<file path="src/rtl/packet_framer_pkg.sv">
// Shared constants and types for the packet framer: the 768-bit frame layout,
// the PNG signature, and the FSM state encoding.
package packet_framer_pkg;

  localparam int FRAME_W      = 768;
  localparam int BEAT_W       = 256;
  localparam int PAYLOAD_W    = 336;
  localparam int IP_W         = 32;
  localparam int PORT_W       = 16;
  localparam int SRC_IP_LSB   = 656;
  localparam int DST_IP_LSB   = 624;
  localparam int SRC_PORT_LSB = 496;
  localparam int DST_PORT_LSB = 480;
  localparam int PNG_LSB      = 272;
  localparam int PNG_W        = 64;
  localparam int CNT_W        = 16;

  localparam logic [PNG_W-1:0] PNG_SIGNATURE = 64'h89504E470D0A1A0A;

  typedef enum logic [1:0] {
    ST_IDLE  = 2'd0,
    ST_BEAT0 = 2'd1,
    ST_BEAT1 = 2'd2,
    ST_BEAT2 = 2'd3
  } state_e;

  typedef logic [FRAME_W-1:0] frame_t;

  // Places every header field at its fixed offset; unlisted bits stay zero.
  function automatic frame_t build_frame(input logic [IP_W-1:0]      src_ip,
                                         input logic [IP_W-1:0]      dst_ip,
                                         input logic [PORT_W-1:0]    src_port,
                                         input logic [PORT_W-1:0]    dst_port,
                                         input logic [PAYLOAD_W-1:0] payload);
    frame_t f;
    f = '0;
    f[SRC_IP_LSB   +: IP_W]      = src_ip;
    f[DST_IP_LSB   +: IP_W]      = dst_ip;
    f[SRC_PORT_LSB +: PORT_W]    = src_port;
    f[DST_PORT_LSB +: PORT_W]    = dst_port;
    f[0            +: PAYLOAD_W] = payload;
    return f;
  endfunction

endpackage

</file>
<file path="src/rtl/pkt_stats_cnt.sv">
// One 16-bit event counter that wraps from 16'hFFFF to 0.
module pkt_stats_cnt
  import packet_framer_pkg::*;
(
  input  logic             clk,
  input  logic             rst,
  input  logic             inc,
  output logic [CNT_W-1:0] count
);

  // NOTE: sequential state uses non-blocking assignments so every flop samples pre-edge values.
  always_ff @(posedge clk or negedge rst) begin
    if (!rst) begin
      count <= '0;
    end else if (inc) begin
      count <= count + 1'b1;
    end
  end

endmodule

</file>
<file path="src/rtl/packet_framer.sv">
// Serialises a 768-bit header+payload frame into three 256-bit stream beats.
// Optional statistics counters are built only when PACKET_FRAMER_STATS_EN is defined.
module packet_framer
  import packet_framer_pkg::*;
#(
  parameter int          DATA_WIDTH = 256,
  parameter int          KEEP_WIDTH = DATA_WIDTH / 8,
  parameter logic [31:0] SRC_IP     = 32'h0A000001,
  parameter logic [15:0] SRC_PORT   = 16'd5000
) (
  input  logic                  clk,
  input  logic                  rst,
  input  logic [PAYLOAD_W-1:0]  in_payload,
  input  logic [IP_W-1:0]       in_dest_ip,
  input  logic [PORT_W-1:0]     in_dest_port,
  input  logic                  in_valid,
  output logic                  in_ready,
  output logic [DATA_WIDTH-1:0] tx_data,
  output logic [KEEP_WIDTH-1:0] tx_keep,
  output logic                  tx_valid,
  output logic                  tx_last,
  input  logic                  tx_ready,
  output logic [CNT_W-1:0]      tx_pkt_count,
  output logic [CNT_W-1:0]      tx_png_count
);

  if (DATA_WIDTH != BEAT_W) begin : g_bad_width
    $error("packet_framer: DATA_WIDTH must be 256");
  end

  localparam logic [1:0] IDLE  = ST_IDLE;
  localparam logic [1:0] BEAT0 = ST_BEAT0;
  localparam logic [1:0] BEAT1 = ST_BEAT1;
  localparam logic [1:0] BEAT2 = ST_BEAT2;

  logic [1:0] state;
  frame_t     shadow;
  logic       accept;
  logic       beat_hs;

  assign in_ready = (state == IDLE);
  assign tx_valid = (state != IDLE);
  assign tx_last  = (state == BEAT2);
  assign tx_keep  = {KEEP_WIDTH{tx_valid}};
  assign accept   = in_valid && in_ready;
  assign beat_hs  = tx_valid && tx_ready;

  // NOTE: the shadow register is a plain wide flop, not a memory, so clearing it on reset is cheap.
  always_ff @(posedge clk or negedge rst) begin
    if (!rst) begin
      state  <= IDLE;
      shadow <= '0;
    end else begin
      if (accept) begin
        shadow <= build_frame(SRC_IP, in_dest_ip, SRC_PORT, in_dest_port, in_payload);
      end
      case (state)
        IDLE:    if (accept)  state <= BEAT0;
        BEAT0:   if (beat_hs) state <= BEAT1;
        BEAT1:   if (beat_hs) state <= BEAT2;
        default: if (beat_hs) state <= IDLE;
      endcase
    end
  end

  // NOTE: the default assignment first keeps this block free of inferred latches.
  always_comb begin
    tx_data = '0;
    case (state)
      BEAT0:   tx_data = shadow[2*BEAT_W +: BEAT_W];
      BEAT1:   tx_data = shadow[BEAT_W   +: BEAT_W];
      BEAT2:   tx_data = shadow[0        +: BEAT_W];
      default: tx_data = '0;
    endcase
  end

`ifdef PACKET_FRAMER_STATS_EN
  logic frame_done;
  logic png_hit;

  assign frame_done = beat_hs && (state == BEAT2);
  assign png_hit    = (shadow[PNG_LSB +: PNG_W] == PNG_SIGNATURE);

  pkt_stats_cnt u_pkt_cnt (
    .clk   (clk),
    .rst   (rst),
    .inc   (frame_done),
    .count (tx_pkt_count)
  );

  pkt_stats_cnt u_png_cnt (
    .clk   (clk),
    .rst   (rst),
    .inc   (frame_done && png_hit),
    .count (tx_png_count)
  );
`else
  assign tx_pkt_count = '0;
  assign tx_png_count = '0;
`endif

endmodule

</file>
<file path="config.mk">
export PLATFORM = sky130hd
export DESIGN_NAME = packet_framer
export DESIGN_NICKNAME = d
export VERILOG_FILES = /design/src/rtl/packet_framer_pkg.sv /design/src/rtl/pkt_stats_cnt.sv /design/src/rtl/packet_framer.sv
export SDC_FILE = /design/constraint.sdc
export NUM_CORES = 1
export LEC_CHECK = 0
export CELL_PAD_IN_SITES_DETAIL_PLACEMENT = 0
export CELL_PAD_IN_SITES_GLOBAL_PLACEMENT = 1
export CORE_AREA = 8 8 270 272
export CTS_BUF_LIST = sky130_fd_sc_hd__clkbuf_8
export DETAILED_ROUTE_END_ITERATION = 16
export DIE_AREA = 0 0 278 280
export PLACE_DENSITY = 0.64
export SYNTH_ARGS = -nofsm -noshare
export SYNTH_HDL_FRONTEND = slang
export SYNTH_HIERARCHICAL = 1
export SYNTH_SLANG_ARGS = --single-unit
</file>
<file path="constraint.sdc">
create_clock -name clk -period 2.83 [get_ports clk]
set_input_delay 0.566 -clock clk [delete_from_list [all_inputs] [get_ports clk]]
set_output_delay 0.566 -clock clk [all_outputs]
set_load 0.1 [all_outputs]
</file>
==> results.cfg <==
[outcome]
outcome = complete, no violations

[yosys]
synth.avg_cell_area_um2 = 13.1
biggest_area_consumer_among_synthesized_cells = dfrtp_1
netlist_top_cells_area = dfrtp_1 (55%), mux2_2 (25%), a22oi_1 (5.5%)
synth-warning-count = 6
synth_cell_type_count = 21
post_synth_most_frequent_cells = dfrtp_1 (387), mux2_2 (384), a22oi_1 (128), nor2_1 (128), and2_1 (120)
synth_seq_cells = 387
synth-main-ff-cell = dfrtp_1
synth_enable_flop_cells = 0
post_synth_instance_area_mm2 = 0.0176
yosysMostFrequentCell = dfrtp_1
yosysSeqAreaShare_pct = 55.0
synth-async-reset-ratio_pct = 100
synth_cells = 1347
synth_largest_type_area_fraction_pct = 55.0

[sta]
setup-violations-final = 0
clock-skew-final_ns = 0.0179
slew-limit-headroom_pct = 62.9
hold_violations = 0
max_slew.worst_pin.slew_ns = 0.556
maxSlewViolCount = 0
grt_setup_unrepaired = yes
clock.fmax_mhz = 361
finalWorstSetupSlack_ns = 0.0627
finalCritPeriodShare_pct = 97.8
time_the_final_worst_path_needs_with_i_o_delays_and_setup_ns = 2.77

[placed_design]
number_of_i_o_port_buffers = 678
dp_hpwl_um = 53500
globalplace.congestion = 0.824
pre_cts_ws_ns = 0.294

[finish]
layout-drive-gt1-share_pct = 54.2
area_occupied_by_multi_input_gates_mm2 = 0.00850
fillerInstances = 6008
layout.nets = 2473
layout.area.seq_mm2 = 0.00969
layout-area-overhead-vs-synth_pct = 83.2

[flow_run]
drv.max_cap_violation_count = 0

[drt]
vias_per_cell = 4.50
drtAntennaViolNets = 0
remaining_drc_errors = 0
drt-wirelength-per-cell_um = 24.2
route.final.wire_length_um = 73400
drt_iter0_markers = 456
vias_after_detailed_routing = 13673
drtPass1Iterations = 4

[floorplanning]
start_util_pct = 25.6
die_width_um = 278
placementRows = 97
die_height_um = 280
coreArea_mm2 = 0.0689
io_pins = 711
dieArea_mm2 = 0.0778

[clocking]
cts_root_buf = clkbuf_8
cts_made_buffers = 73
cts_max_path_buffers = 3
h-tree-depth = 3
clock_latency_ns = 0.62
cts.sink_count = 387
worst_setup_hold_path_clk_slew_ns = 0.06
tritoncts_clock_tree = built

[worst_setup_path]
critPathArrivalTime_ns = 2.20
critPathMostFrequentCell = buf_12
cells_traversed_along_the_worst_timing_path = clkinv_4, ha_4, buf_12, clkbuf_16, a22oi_2, nor2_4, buf_12
critPathBufInv = 4
cp-start-kind = register
required_time_of_the_critical_path_ns = 2.26
cp_top_family = buffers and inverters
worst_setup_path_startpoint = state[0]
worst-path-max-fanout = 10
crit_type = reg2out
end_kind = primary output
critical_path.slowest_cell = dfrtp_2
critical_path.max_stage_delay_ns = 0.45
crit-reg2reg-launch = state[0]

[hold_path]
worst_hold_path_type = in2async

[global_routing]
globalRouteTotalUtil_pct = 18.0
grt_start_max_net_pins = 87
globalRouteOverflowTotal = 0
grt_antenna_before_repair = 37
grt_first_pass_wirelength_um = 105000
first_global_vias = 15089
-- flip-flops by register name, summed over array words and instances (netlist names) --
register	flops
shadow	385
state	2
-- kinds of logic after synthesis --
logic type | Yosys count | share of synthesized area [%]
buf+inv | 168 | 6.76
fa+ha+maj | 7 | 0.497
mux | 386 | 24.7
flops | 387 | 55.0
simple gates | 260 | 7.27
other cells | 1 | 0.0213
compound gates | 138 | 5.78
-- stage by stage --
step                setup TNS (ns)  hold WS, ns  area [um2]  instances  util (%)
floorplan                    -8.89        0.270       18700       1378         -
global placement                 0        0.477       29200       2844      42.3
detailed placement               0        0.484       29200       2844      42.3
CTS                          -2.92        0.422       31800       3003      46.1
global route                 -1.83        0.477       32300       3035      46.8
finish                           0        0.487       32300       3040      46.8
-- repair_timing --
item,in CTS,in global routing
cloned,11,9
endpoints found under the hold margin,42,0
hold buffers,1,0
setup endpoints to repair,246,163
resized for setup,138,37
buffers inserted,22,9
pin swaps,62,68
-- per-layer routing --
metal	vias up	wire (um)	share of wire (%)	global-route usage (%)
li1	6111	-	-	-
met1	6795	26300	36	19.2
met2	564	36600	50	30.5
met3	171	7560	10	8.52
met4	32	2750	3.7	7.91
met5	-	209	0.28	0
-- placed cells by master, fill, tap and decap left out, types with 4 or more instances in the layout --
cell type        instances
conb_1                  32
nor2_4                 120
dfrtp_1                385
diode_2                 21
buf_16                  14
buf_6                   12
clkdlybuf4s50_1        386
and2_1                 118
ha_4                     6
mux2_2                 384
a22oi_1                 10
buf_4                   40
buf_8                    4
a22oi_2                118
nor2_2                   8
a21oi_2                  7
clkbuf_8                87
inv_1                   30
clkbuf_16                9
buf_12                 322
nand2_1                  8
-- area by class of cell --
type / instances / area share, %
repair buffers: 789 / 35.5
flip-flops and latches: 387 / 30.0
multi-input cells: 823 / 26.4
clock buffers: 87 / 3.71
well taps: 891 / 3.45
clock inverters: 38 / 0.702
diodes: 21 / 0.163
inverters: 4 / 0.0814
-- path summary, 6_finish.rpt --
path	end	slack (ns)	depth (start not counted)
setup / recovery	tx_data[25]	0.06	7
setup reg to reg	shadow[61]	0.61	8
hold reg to reg	shadow[167]	0.49	1
hold / removal	shadow[89]	0.49	2
min in group clk	shadow[167]	0.49	1
max in group asynchronous	shadow[23]	1.44	4
Power is not shown: default switching activity piles up to over one toggle a cycle in this logic, so the estimate is an artifact.
